--- src/rtl/vec_issue_seq.sv ---
// Vector issue sequencer: splits one vector op into 4-lane beats
// for the ALU pipes, with hold, flush and back-to-back issue.
module vec_issue_seq (
  input  logic        clk,
  input  logic        rst,
  input  logic        op_valid,
  output logic        op_ready,
  input  logic [15:0] op_ins,
  input  logic [15:0] op_pc,
  input  logic [4:0]  op_len,
  input  logic        flush,
  input  logic        beat_hold,
  output logic        beat_valid,
  output logic [1:0]  beat_group,
  output logic [3:0]  beat_lane_en,
  output logic        beat_last,
  output logic [15:0] beat_ins,
  output logic [15:0] beat_pc,
  output logic        stall,
  output logic        busy
);

  typedef enum logic {
    IDLE  = 1'b0,
    ISSUE = 1'b1
  } state_t;

  state_t      state;
  logic [1:0]  group;
  logic [2:0]  nbeats;
  logic [4:0]  len;
  logic [15:0] ins;
  logic [15:0] pc;

  logic [4:0]  clen;
  logic [2:0]  nb_raw;
  logic [2:0]  nb_new;
  logic        is_last;
  logic        consume;
  logic        accept;

  assign clen   = (op_len > 5'd16) ? 5'd16 : op_len;
  assign nb_raw = clen[4:2] + {2'b00, |clen[1:0]};
  assign nb_new = (nb_raw == 3'd0) ? 3'd1 : nb_raw;

  assign busy    = (state == ISSUE);
  assign is_last = ({1'b0, group} == (nbeats - 3'd1));
  assign consume = busy && !beat_hold;

  assign op_ready = !flush &&
                    (!busy || (is_last && !beat_hold));
  assign accept   = op_valid && op_ready && !flush;
  assign stall    = op_valid && !op_ready;

  assign beat_valid = busy;
  assign beat_last  = busy && is_last;
  assign beat_group = group;
  assign beat_ins   = ins;
  assign beat_pc    = pc;

  // Lane i carries element 4*group+i; enabled while inside len.
  always_comb begin
    beat_lane_en = 4'b0000;
    for (int i = 0; i < 4; i++) begin
      beat_lane_en[i] = ({1'b0, group, 2'(i)} < len);
    end
  end

  always_ff @(posedge clk) begin
    if (rst) begin
      state  <= IDLE;
      group  <= 2'd0;
      nbeats <= 3'd0;
      len    <= 5'd0;
      ins    <= 16'd0;
      pc     <= 16'd0;
    end else if (flush) begin
      state <= IDLE;
    end else if (accept) begin
      state  <= ISSUE;
      group  <= 2'd0;
      nbeats <= nb_new;
      len    <= clen;
      ins    <= op_ins;
      pc     <= op_pc;
    end else if (consume) begin
      unique case (1'b1)
        is_last:  state <= IDLE;
        !is_last: group <= group + 2'd1;
      endcase
    end
  end

endmodule

--- config.mk ---
export PLATFORM = sky130hd
export DESIGN_NAME = vec_issue_seq
export DESIGN_NICKNAME = d
export VERILOG_FILES = /design/src/rtl/vec_issue_seq.sv
export SDC_FILE = /design/constraint.sdc
export NUM_CORES = 1
export LEC_CHECK = 0
export BUFFER_PORTS_ARGS = -buffer_cell sky130_fd_sc_hd__clkbuf_2
export CAP_MARGIN = 5
export CORE_MARGIN = 10
export CORE_UTILIZATION = 30
export CTS_CLUSTER_DIAMETER = 30
export DETAILED_ROUTE_END_ITERATION = 8
export PLACE_DENSITY = 0.55
export SLEW_MARGIN = 5
export SYNTH_ARGS = -nofsm -noshare
export SYNTH_HDL_FRONTEND = slang
export SYNTH_SLANG_ARGS = --single-unit
export TNS_END_PERCENT = 100
--- constraint.sdc ---
create_clock -name clk -period 3.51 [get_ports clk]
set_input_delay 0 -clock clk [delete_from_list [all_inputs] [get_ports clk]]
set_output_delay 0 -clock clk [all_outputs]
set_load 0.005 [all_outputs]
* Word level (Yosys, flattened, before mapping)
Cells that the tools add are included.
** Storage, ports and cells
- Output and inout port bits :: 43
- Word-level logic and storage cells :: 45
- Input bits :: 42
- Bits in registers :: 43
** Operators by class
- Equality and inequality tests :: 2
- Reductions and logical operators :: 20
- Bitwise gates (word level) :: 1
- Magnitude comparators :: 5
- $add $sub $neg :: 3
- Multiplexer cells :: 8
** Operators by type and width (count)
- < comparator 4 x 5 -> 1 bit :: 4
- logical AND 1 bit :: 7
- 2-to-1 mux 2 bit :: 3
- greater-than comparator 5 bit, second input constant :: 1
- 2-to-1 mux 5 bit :: 1
- zero test 1 bit :: 4
- AND reduction 2 bit :: 2
- nonzero test 2 bit :: 2
- OR reduction 2 bit :: 2
- adder 3 x 1 -> 3 bit :: 1
- == test 2 x 3 -> 1 bit :: 1
- zero test 3 bit :: 1
- 2-to-1 mux 1 bit :: 3
- 2-to-1 mux 3 bit :: 1
- AND reduction 3 bit :: 1
- subtractor 3 x 1 -> 3 bit, second input constant :: 1
- adder 2 x 1 -> 2 bit, second input constant :: 1
- != test 2 x 1 -> 1 bit, second input constant :: 1
- logical OR 1 bit :: 1
- NOT 1 bit :: 1

* Depth between registers and ports, before layout
- Depth after elaboration :: 9
- Gate-level depth with buffers :: 8
- Depth with buffers taken out :: 8

* Worst setup path after synthesis
No wires, ideal clock.
- Kind :: flip-flop to flip-flop
- From :: register nbeats[0]
- To :: register nbeats[0]
- Period minus slack after synthesis :: 1.822 ns
- Slack :: 1.688 ns
- Arrival time :: 1.691 ns
- Path buffers :: 1
- Library setup time :: 0.132 ns
- Data required time :: 3.378 ns
- Stages on the path, launching flop included :: 8
- Cell sequence :: dfxtp_1 -> inv_1 -> ha_1 -> xnor2_1 -> o41a_1 -> buf_6 -> nor4_1 -> nor3_1
** On the way
- Word-level cells in the longest chain between the ends :: 8
** Ends and longest elaborated chain
- start: declaration :: line 30 : logic [2:0] nbeats;
- start signal: assignment :: line 82 : nbeats <= nb_new;
- subtractor 3 x 1 -> 3 bit :: line 47 : assign is_last = ({1'b0, group} == (nbeats - 3'd1));
- == test 2 x 3 -> 1 bit :: line 47
- logical AND 1 bit :: line 51 : (!busy || (is_last && !beat_hold));
- logical OR 1 bit :: line 51
- logical AND 1 bit :: line 50 : assign op_ready = !flush &&
- logical AND 1 bit (2 in series) :: line 52 : assign accept = op_valid && op_ready && !flush;
- AND reduction 2 bit (no source line)
Every way passes these cells.
A chain may end at the register's enable or synchronous reset.

* Worst setup path in the final report
- From :: register nbeats[0]
- To :: register ins[3] (netlist: beat_ins[3])
** On the way
- Word-level cells in the longest chain between the ends :: 8
** Ends and longest elaborated chain
- subtractor 3 x 1 -> 3 bit :: line 47
- == test 2 x 3 -> 1 bit :: line 47
- logical AND 1 bit :: line 51
- logical OR 1 bit :: line 51
- logical AND 1 bit :: line 50
- logical AND 1 bit (2 in series) :: line 52
- AND reduction 2 bit (no source line)
- end signal: assignment :: line 84 : ins <= op_ins;
- end: declaration :: line 32 : logic [15:0] ins;
Every way passes these cells.

==> impl_metrics.py <==
metrics = {
    "grt": {
        "grt_max_degree": 45,
        "grt_util_met3_pct": 4.67,
        "top_usage_layer": "met2",
        "grt_pass1_vias": 2127,
        "antenna_found_initial": 0,
        "met1_usage_pct": 13.7,
        "grt.met2_usage_pct": 21.0,
        "grt_pass1_wl_um": 10300,
        "grt.total_usage_pct": 12.3,
        "grt_overflow": 0,
    },
    "sta": {
        "rsz0062_at_grt": "false",
        "fmax_mhz": 414,
        "setup_viol": 0,
        "tightestPinTransition_ns": 0.938,
        "hold_viol_final": 0,
        "layout_min_cycle_time_ns": 2.42,
        "finalSetupTns_ns": 0,
        "clock_skew_ns": 0.00799,
        "slew_headroom_pct": 37.5,
        "maxSlewViolCount": 0,
        "finalCritPeriodShare_pct": 68.9,
    },
    "logic_synthesis": {
        "synth_cells": 237,
        "async_flop_share_pct": 0,
        "synth_top_area_cell": "dfxtp_1",
        "synth_area_leaders": "dfxtp_1, a21oi_1, nand3_1",
        "synth_edf_count": 0,
        "synth_top_area_share_pct": 44.9,
        "synth-seq-cells": 43,
        "syn-num-nets": 285,
        "seq_area_frac_synth_pct": 44.9,
        "ys_types": 31,
        "ys_warn_count": 0,
        "netlist_area_um2": 1920,
        "avgSynthCellArea_um2": 8.10,
        "synth_ff_type": "dfxtp_1",
    },
    "cts": {
        "htreeDepth": 2,
        "numCtsBuffers": 5,
        "clockRootBuffer": "clkbuf_8",
        "holdBufCountCts": 34,
        "post-cts-setup-buffers": 0,
        "clkTransAtPathRegs_ns": 0.08,
        "clk_latency_ns": 0.30,
        "cts_resized": 0,
        "clockBufferDepth": 2,
        "cts_tree": "done",
        "cts.sinks": 43,
    },
    "finish": {
        "areaGrowthSynthToFinish_pct": 49.3,
        "layout_common_cells": "clkbuf_2, dfxtp_1, a21oi_1, nand3_1, o21ai_0",
        "fillers": 646,
        "layout.area.seq_um2": 861,
        "final_layout_size_suffix_gt1_share_pct": 28.1,
        "antennaDiodeCount": 0,
        "multi_input_area_um2": 950,
        "nets": 392,
        "final_common_cell": "clkbuf_2",
    },
    "pwr": {
        "max-vdd-ir-drop_mv": 0.174,
        "power_mw": 1.16,
        "p_leak_nw": 1.20,
        "powerDensity_nw_per_um2": 404,
    },
    "die": {
        "start_util_pct": 30.6,
        "io_pins": 85,
        "die_area_um2": 10000,
        "dieHeight_um": 100,
        "rows": 29,
        "core_um2": 6280,
        "dieWidth_um": 100,
    },
    "route": {
        "vias": 2080,
        "drc": 0,
        "drt_pass1_iterations": 4,
        "vias_per_cell": 4.93,
        "antenna_left": 0,
        "routedWlPerCell_um": 14.6,
        "wl_um": 6150,
        "drt-initial-drc-count": 108,
    },
    "critical_path": {
        "crit_required_ns": 3.72,
        "r2r_slack_ns": 1.09,
        "r2r-start": "nbeats[0]$_SDFFE_PP0P_",
        "cp-start-kind": "flip-flop",
        "critical_path_arrival_ns": 2.63,
        "crit_fanout": 27,
        "slowest_stage": "o41a_1",
        "worstReg2RegEnd": "beat_ins[3]$_SDFFE_PP0P_",
        "critPathKind": "reg -> reg",
        "crit_path_max_incr_delay_ns": 0.55,
        "worst_setup_path_end_kind": "flip-flop",
        "r2r_cells": 7,
        "cp_cell_sequence": "inv_1 -> ha_1 -> xnor2_1 -> o41a_1 -> buf_4 -> o21ai_0 -> a21oi_1",
    },
    "run": {
        "cap_violations": 0,
    },
    "placement": {
        "port_buffers": 84,
        "dpl.hpwl_um": 4170,
        "gp_congestion": 0.764,
    },
    "worst_hold_path": {
        "hold_depth": 3,
        "worstHoldPathType": "in -> reg",
        "holdPathEnd": "beat_valid$_SDFFE_PP0P_",
        "holdCritStartpoint": "op_valid",
    },
    "status": {
        "status": "finished, final reports clean",
    },
}
==> worst max-delay path, delay by kind of cell, from the launching register on <==
| kind | cells | cell delay [ns] |
|---|---|---|
| adder cells (fa/ha/maj) | 1 | 0.31 |
| flip-flops | 1 | 0.37 |
| XOR/XNOR | 1 | 0.37 |
| AO/OA/AOI/OAI | 3 | 0.85 |
| buffers and inverters | 2 | 0.42 |
==> area by class of cell <==
class / count / area share [%]
Inverter: 6 / 0.786
Tap cell: 77 / 3.36
Clock buffer: 6 / 2.53
Clock inverter: 2 / 2.10
Multi-Input combinational cell: 166 / 33.1
Sequential cell: 43 / 30.0
Timing Repair Buffer: 122 / 28.0
==> power by group <==
| part | internal [mW] | switching, mW | total [mW] | leakage, nW |
|---|---|---|---|---|
| sequential | 0.509 | 0.0118 | 0.521 | 0.351 |
| combinational | 0.0902 | 0.0930 | 0.183 | 0.785 |
| clock | 0.284 | 0.170 | 0.455 | 0.0654 |
| total | 0.884 | 0.275 | 1.16 | 1.20 |
==> cell families (layout without fill, tap and decap cells) <==
logic type | after synthesis | after routing | synth area share, %
AND/OR/NAND/NOR | 70 | 70 | 18.7
XOR/XNOR | 5 | 5 | 2.28
AO/OA/AOI/OAI | 85 | 85 | 23.9
buffers and inverters | 28 | 136 | 6.39
flip-flops | 43 | 43 | 44.9
adder cells (fa/ha/maj) | 6 | 6 | 3.91
==> how the worst max path moves through the flow <==
stage / slack (ns) / depth (start not counted) / from / endpoint
2_1_floorplan: 1.69 / 7 / nbeats[0]$_SDFFE_PP0P_ / nbeats[0]$_SDFFE_PP0P_
3_3_place_gp: 1.15 / 7 / nbeats[0]$_SDFFE_PP0P_ / beat_ins[0]$_SDFFE_PP0P_
3_5_place_dp: 1.08 / 7 / nbeats[0]$_SDFFE_PP0P_ / beat_ins[3]$_SDFFE_PP0P_
4_1_cts: 1.06 / 7 / nbeats[0]$_SDFFE_PP0P_ / beat_ins[3]$_SDFFE_PP0P_
5_1_grt: 0.80 / 7 / nbeats[0]$_SDFFE_PP0P_ / nbeats[1]$_SDFFE_PP0P_
6_report: 1.09 / 7 / nbeats[0]$_SDFFE_PP0P_ / beat_ins[3]$_SDFFE_PP0P_
==> stage by stage <==
stage / cell area, µm² / utilization, % / std cells / setup slack (ns) / hold WS, ns
2_1_floorplan: 1920 / - / 237 / 1.69 / 0.0387
3_3_place_gp: 2390 / 38.1 / 380 / 1.15 / 0.236
3_5_place_dp: 2390 / 38.1 / 380 / 1.08 / 0.242
4_1_cts: 2870 / 45.6 / 422 / 1.06 / 0.0140
5_1_grt: 2870 / 45.6 / 422 / 0.799 / 0.0573
6_report: 2870 / 45.6 / 422 / 1.09 / 0.0129
==> registers in the layout (all words and copies together), names as in the netlist <==
name / count
beat_pc: 16
nbeats: 3
beat_ins: 16
len: 5
beat_group: 2
beat_valid: 1
==> Yosys cell counts, drive strengths merged (2+ instances only) <==
cell type   n
dfxtp      43
a21oi      41
nand3      37
o21ai      37
clkbuf     14
nor2       11
buf         8
ha          6
inv         6
nor3        6
nor2b       5
nand2       3
xnor2       3
nor3b       2
xor2        2
==> metal layers <==
metal	vias to the layer above	routed length (µm)
li1	1051	-
met1	975	2540
met2	45	3060
met3	9	455
met4	0	90
met5	-	0
Power figures use the tool's default switching activity.
